$ cat src/rtl/rr_arbiter_8.sv
// rr_arbiter_8: 8-way round-robin arbiter with hold limit and registered outputs
module rr_arbiter_8 #(
  parameter int HOLD_MAX = 8
) (
  input  logic       clk,
  input  logic       rst_n,
  input  logic [7:0] req,
  output logic [7:0] gnt,
  output logic [2:0] gnt_id,
  output logic       gnt_valid
);
  typedef enum logic {IDLE, GRANT} state_t;
  state_t state, state_nx;
  logic [2:0] ptr, ptr_nx, id_nx;
  logic [4:0] hold_cnt, hold_nx;
  logic [7:0] others;
  logic [3:0] cand;
  logic at_max;
  function automatic logic [3:0] pick(input logic [7:0] r, input logic [2:0] p);
    logic [2:0] j;
    pick = 4'd0;
    for (int i = 7; i >= 0; i--) begin
      j = p + 3'(i);
      if (r[j]) pick = {1'b1, j};
    end
  endfunction
  // next-state: first requester in search order from ptr; the holder is excluded when it releases or is rotated out
  always_comb begin
    others   = req & ~(8'd1 << gnt_id);
    cand     = pick(state == IDLE ? req : others, ptr);
    at_max   = hold_cnt == 5'(HOLD_MAX - 1);
    state_nx = state;
    ptr_nx   = ptr;
    id_nx    = gnt_id;
    hold_nx  = hold_cnt;
    if (state == GRANT && req[gnt_id] && !at_max) begin
      hold_nx = hold_cnt + 5'd1;
    end else if (cand[3]) begin
      state_nx = GRANT;
      id_nx    = cand[2:0];
      ptr_nx   = cand[2:0] + 3'd1;
      hold_nx  = 5'd0;
    end else if (state == GRANT && req[gnt_id]) begin
      hold_nx = 5'd0;
    end else begin
      state_nx = IDLE;
      id_nx    = 3'd0;
      hold_nx  = 5'd0;
    end
  end
  // state, pointer, hold counter and registered outputs
  always_ff @(posedge clk) begin
    if (!rst_n) begin
      state     <= IDLE;
      ptr       <= 3'd0;
      hold_cnt  <= 5'd0;
      gnt       <= 8'h00;
      gnt_id    <= 3'd0;
      gnt_valid <= 1'b0;
    end else begin
      state     <= state_nx;
      ptr       <= ptr_nx;
      hold_cnt  <= hold_nx;
      gnt       <= state_nx == GRANT ? 8'd1 << id_nx : 8'h00;
      gnt_id    <= id_nx;
      gnt_valid <= state_nx == GRANT;
    end
  end
endmodule

$ cat config.mk
export PLATFORM = sky130hd
export DESIGN_NAME = rr_arbiter_8
export DESIGN_NICKNAME = d
export VERILOG_FILES = /design/src/rtl/rr_arbiter_8.sv
export SDC_FILE = /design/constraint.sdc
export NUM_CORES = 1
export LEC_CHECK = 0
export CORE_UTILIZATION = 40
export DETAILED_ROUTE_END_ITERATION = 7
export SETUP_SLACK_MARGIN = 0.1
export SLEW_MARGIN = 20
export SYNTH_ARGS = -nofsm -noshare
export SYNTH_HDL_FRONTEND = slang
export SYNTH_SLANG_ARGS = --single-unit
$ cat constraint.sdc
create_clock -name clk -period 11.3 [get_ports clk]
set_input_delay 2.26 -clock clk [delete_from_list [all_inputs] [get_ports clk]]
set_output_delay 2.26 -clock clk [all_outputs]
set_load 0.005 [all_outputs]
==> flow_summary.html <==
<table>
<tr><th>Metric</th><th>Value</th></tr>
<tr><th colspan="2">Placement</th></tr>
<tr><td>Buffers on Ports</td><td>21</td></tr>
<tr><td>Placed cell count</td><td>between 300 and 400</td></tr>
<tr><td>Half-perimeter wire length after detailed placement</td><td>5320 um</td></tr>
<tr><td>GP Congestion</td><td>~0.90</td></tr>
<tr><th colspan="2">Route</th></tr>
<tr><td>Detail Route Antenna Nets</td><td>0</td></tr>
<tr><td>Post-DR vias/cell</td><td>6.71</td></tr>
<tr><td>Via count of the routed design</td><td>approximately 2500</td></tr>
<tr><td>Average detailed-routed wire length per instance</td><td>19.1 um</td></tr>
<tr><td>Initial DRT Pass Iterations</td><td>5</td></tr>
<tr><td>DRC marker count from the first detailed-route iteration</td><td>approximately 350</td></tr>
<tr><td>Detailed-route DRC error count</td><td>0</td></tr>
<tr><td>Total length of routed wires</td><td>7110 um</td></tr>
<tr><th colspan="2">Clock network</th></tr>
<tr><td>Post-CTS Setup Repair Bufs</td><td>0</td></tr>
<tr><td>CTS sink cnt</td><td>20</td></tr>
<tr><td>CTS tree</td><td>yes</td></tr>
<tr><td>Quantity of gates resized following cts</td><td>0</td></tr>
<tr><td>Root buffer selected by CTS</td><td>clkbuf_8</td></tr>
<tr><td>Clock-pin slew reported for the worst setup and hold paths after clock tree synthesis</td><td>~0.070 ns</td></tr>
<tr><td>Post-CTS Hold Buffers</td><td>0</td></tr>
<tr><td>CTS H-tree depth</td><td>1</td></tr>
<tr><td>Clock latency at the later pin of the worst-skew pair</td><td>about 0.26 ns</td></tr>
<tr><td>Total CTS buffers</td><td>3</td></tr>
<tr><td>Maximum clock path buffer count</td><td>2</td></tr>
<tr><th colspan="2">Worst hold path</th></tr>
<tr><td>Worst min path class</td><td>reg -&gt; reg</td></tr>
<tr><th colspan="2">STA</th></tr>
<tr><td>Final Hold Viols</td><td>0</td></tr>
<tr><td>Achievable Freq</td><td>roughly 0.19 GHz</td></tr>
<tr><td>Minimum clock period</td><td>about 5.4 ns</td></tr>
<tr><td>Count of final max-slew check failures</td><td>0</td></tr>
<tr><td>Max Clock Skew</td><td>between 0.002 and 0.003 ns</td></tr>
<tr><td>Slew at the pin with the worst max-slew slack</td><td>~0.96 ns</td></tr>
<tr><td>Final setup violation count</td><td>0</td></tr>
<tr><td>TNS Setup</td><td>0 ns</td></tr>
<tr><td>Headroom to the max-slew limit</td><td>35.5%</td></tr>
<tr><td>RSZ-0062 raised after global routing</td><td>no</td></tr>
<tr><td>Final worst-path cycle share</td><td>47.6%</td></tr>
<tr><th colspan="2">Pwr</th></tr>
<tr><td>Net switching power</td><td>about 0.00040 W</td></tr>
<tr><td>Fraction of power consumed by the clock network</td><td>8.7%</td></tr>
<tr><td>P per Cell Area</td><td>slightly above 300 mW/mm2</td></tr>
<tr><td>Sw frac</td><td>49.7%</td></tr>
<tr><td>Sequential cell fraction of total power</td><td>approximately 15%</td></tr>
<tr><td>Cell Int Power</td><td>~0.00041 W</td></tr>
<tr><td>Part of the total power dissipated in combinational logic</td><td>roughly three quarters</td></tr>
<tr><td>P_leak</td><td>1.00 nW</td></tr>
<tr><td>Peak supply drop</td><td>roughly 0.13 mV</td></tr>
<tr><th colspan="2">Worst setup path</th></tr>
<tr><td>Reg2reg end</td><td>gnt[7]$_SDFF_PN0_</td></tr>
<tr><td>Startpoint type of the worst setup path</td><td>primary input</td></tr>
<tr><td>Signal arrival time at the worst endpoint</td><td>5.54 ns</td></tr>
<tr><td>R2R depth</td><td>11</td></tr>
<tr><td>Origin of the worst setup path</td><td>req[7]</td></tr>
<tr><td>R2R Setup Slk</td><td>roughly 6.2 ns</td></tr>
<tr><td>Most frequent cell on the critical path</td><td>mux4_2</td></tr>
<tr><td>Worst-path maximum fanout</td><td>14</td></tr>
<tr><td>Critical path buffers and inverters</td><td>1</td></tr>
<tr><td>Crit path max-delay family</td><td>multiplexers</td></tr>
<tr><td>Required time of the worst setup path</td><td>11.46 ns</td></tr>
<tr><td>Ordered cell list for the critical path</td><td>clkdlybuf4s50_1, nand2_1, mux4_2, and2_1, mux4_2, a21oi_2, mux2_4, nor4bb_1</td></tr>
<tr><td>Worst R2R Start</td><td>ptr[1]$_SDFFE_PN0P_</td></tr>
<tr><td>Slowest cell on the critical path</td><td>clkdlybuf4s50_1</td></tr>
<tr><td>Path length in cells of the critical path</td><td>8</td></tr>
<tr><td>Highest cell delay on the worst timing path</td><td>approximately 0.66 ns</td></tr>
<tr><td>Type of destination of the critical path</td><td>register</td></tr>
<tr><td>CP Capture Point</td><td>gnt[7]$_SDFF_PN0_</td></tr>
<tr><td>Category of the critical setup timing path</td><td>in -&gt; reg</td></tr>
<tr><th colspan="2">Synth</th></tr>
<tr><td>Yosys cell types</td><td>between 60 and 70</td></tr>
<tr><td>Yosys Warn Count</td><td>0</td></tr>
<tr><td>Number of enable flip-flop cells after synthesis</td><td>0</td></tr>
<tr><td>Post-Synthesis Net Count</td><td>approximately 310</td></tr>
<tr><td>Per-instance average area after synthesis</td><td>slightly above 8 um2</td></tr>
<tr><td>Mapped cell area</td><td>between 0.002 and 0.0025 mm2</td></tr>
<tr><td>Post-Synthesis Cells</td><td>296</td></tr>
<tr><td>Share of the yosys chip area belonging to registers</td><td>16.5%</td></tr>
<tr><td>Most instantiated flip-flop cell in the synthesis netlist</td><td>dfxtp_1</td></tr>
<tr><td>Proportion of register bits with asynchronous set or reset after synthesis</td><td>0%</td></tr>
<tr><td>Count of state elements after synthesis</td><td>20</td></tr>
<tr><th colspan="2">Global route</th></tr>
<tr><td>Total global-route track usage</td><td>a little under a quarter</td></tr>
<tr><td>Residual overflow from global routing</td><td>0</td></tr>
<tr><td>Vias in the first global route</td><td>between 2000 and 2500</td></tr>
<tr><td>First-pass GRT wire length</td><td>around 11000 um</td></tr>
<tr><td>Pin count of the biggest net entering global routing</td><td>28</td></tr>
<tr><td>Initial antenna violation count</td><td>0</td></tr>
<tr><th colspan="2">Floorplan</th></tr>
<tr><td>Number of primary I/O pins</td><td>22</td></tr>
<tr><td>Std-Cell Rows</td><td>27</td></tr>
<tr><td>Die extent in x</td><td>79.8 um</td></tr>
<tr><td>Core box area</td><td>between 0.005 and 0.006 mm2</td></tr>
<tr><td>Y dimension of the die</td><td>around 80 um</td></tr>
<tr><td>Area of the die</td><td>0.00637 mm2</td></tr>
<tr><td>Effective utilization at floorplan</td><td>roughly 43%</td></tr>
<tr><th colspan="2">Layout</th></tr>
<tr><td>Number of non-filler instances in the completed layout</td><td>roughly 370</td></tr>
<tr><td>Net total in the final layout</td><td>315</td></tr>
<tr><td>Area added between synthesis and finish</td><td>11.1%</td></tr>
<tr><td>Final-layout fill cell count</td><td>559</td></tr>
<tr><td>Ratio of cells with drive above 1 in the final layout</td><td>between 10% and 20%</td></tr>
<tr><td>N_diodes</td><td>0</td></tr>
<tr><th colspan="2">Run</th></tr>
<tr><td>Max-cap check violation count</td><td>0</td></tr>
<tr><th colspan="2">Run status</th></tr>
<tr><td>Run status</td><td>completed</td></tr>
</table>
-- metal layers --
layer | track usage (%) | share of wire [%] | up-vias
li1 | - | - | 1165
met2 | 34.3 | 43 | 136
met1 | 36.0 | 48 | 1195
met4 | 1.61 | 0.41 | 0
met3 | 3.89 | 8.4 | 6
met5 | 0 | 0 | -
-- synthesized netlist by cell type (4+ instances only) --
| library cell | count | share of area [%] |
|---|---|---|
| a21oi_1 | 10 | 2.1 |
| a31oi_1 | 4 | 1.0 |
| and2_1 | 9 | 2.3 |
| and3_1 | 4 | 1.0 |
| and4b_1 | 4 | 1.7 |
| buf_2 | 7 | 1.4 |
| buf_4 | 5 | 1.5 |
| clkbuf_1 | 9 | 1.4 |
| dfxtp_1 | 20 | 17 |
| inv_1 | 7 | 1.1 |
| mux2i_1 | 5 | 2.1 |
| mux4_2 | 13 | 12 |
| nand2_1 | 30 | 4.6 |
| nand2b_1 | 10 | 2.6 |
| nand3_1 | 13 | 2.7 |
| nor2_1 | 21 | 3.3 |
| nor2b_1 | 4 | 1.0 |
| nor3_1 | 5 | 1.0 |
| o2111ai_1 | 4 | 1.4 |
| o21ai_0 | 14 | 2.9 |
| o22ai_1 | 5 | 1.3 |
| o32ai_1 | 11 | 4.0 |
-- cell families after synthesis --
| family | synth area share (%) |
|---|---|
| compound gates | 26.0 |
| xor+xnor | 2.17 |
| fa+ha+maj | 1.55 |
| buf+inv | 6.41 |
| flops | 16.5 |
| mux | 16.2 |
| simple gates | 31.1 |
-- stage by stage --
| stage | total power [W] | util (%) | setup slack, ns | hold slack (ns) | instance area [um2] |
|---|---|---|---|---|---|
| 6_report | 0.000815 | 47.4 | 5.92 | 0.451 | 2690 |
| 5_1_grt | 0.000877 | 47.4 | 5.75 | 0.460 | 2690 |
| 4_1_cts | 0.000806 | 47.4 | 6.00 | 0.454 | 2690 |
| 3_5_place_dp | 0.000730 | 46.2 | 5.75 | 0.438 | 2620 |
| 3_3_place_gp | 0.000739 | 46.2 | 5.74 | 0.432 | 2620 |
| 2_1_floorplan | 0.000593 | - | 6.54 | 0.418 | 2420 |
-- placed cells by master (no fill, tap or decap), types with 4 or more instances in the layout --
| master | Yosys | layout |
|---|---|---|
| a21oi_1 | 10 | 10 |
| a31oi_1 | 4 | 4 |
| and2_1 | 9 | 9 |
| and3_1 | 4 | 4 |
| and4b_1 | 4 | 4 |
| clkdlybuf4s50_1 | 0 | 21 |
| dfxtp_1 | 20 | 20 |
| inv_1 | 7 | 7 |
| mux2i_1 | 5 | 5 |
| mux4_2 | 13 | 13 |
| nand2_1 | 30 | 30 |
| nand2b_1 | 10 | 10 |
| nand3_1 | 13 | 13 |
| nor2_1 | 21 | 21 |
| nor2b_1 | 4 | 4 |
| nor3_1 | 5 | 5 |
| o2111ai_1 | 4 | 4 |
| o21ai_0 | 14 | 14 |
| o22ai_1 | 5 | 5 |
| o32ai_1 | 11 | 11 |
-- power by group through the flow --
stage / sequential (W) / combinational, W / clock, W
6_report: 0.000122 / 0.000623 / 0.0000707
5_1_grt: 0.000126 / 0.000675 / 0.0000755
4_1_cts: 0.000121 / 0.000612 / 0.0000724
3_5_place_dp: 0.000122 / 0.000608 / 0
3_3_place_gp: 0.000122 / 0.000617 / 0
2_1_floorplan: 0.0000997 / 0.000494 / 0
-- worst min path at each step --
stage               slack [ns]                    from  cells past startpoint                endpoint
detailed placement        0.44  hold_cnt[0]$_SDFF_PN0_                      1  hold_cnt[0]$_SDFF_PN0_
global placement          0.43  hold_cnt[0]$_SDFF_PN0_                      1  hold_cnt[0]$_SDFF_PN0_
floorplan                 0.42  hold_cnt[0]$_SDFF_PN0_                      1  hold_cnt[0]$_SDFF_PN0_
CTS                       0.45  hold_cnt[0]$_SDFF_PN0_                      1  hold_cnt[0]$_SDFF_PN0_
finish                    0.45  hold_cnt[0]$_SDFF_PN0_                      1  hold_cnt[0]$_SDFF_PN0_
global route              0.46  hold_cnt[0]$_SDFF_PN0_                      1  hold_cnt[0]$_SDFF_PN0_
-- cell type report --
class / instances / area, um2 / share of cell area, %
multi-input combinational: 244 / 1870 / 69.4
timing repair buffer: 23 / 225 / 8.37
clock buffer: 3 / 41.3 / 1.53
tap: 72 / 90.1 / 3.35
sequential: 20 / 400 / 14.9
inverter: 10 / 37.5 / 1.39
clock inverter: 1 / 30.0 / 1.12
-- registers in the layout (all words and copies together), names as in the netlist --
| register | count |
|---|---|
| ptr | 3 |
| gnt_id | 3 |
| state | 1 |
| hold_cnt | 5 |
| gnt | 8 |
Note: power is estimated with default switching activity, not from simulation.
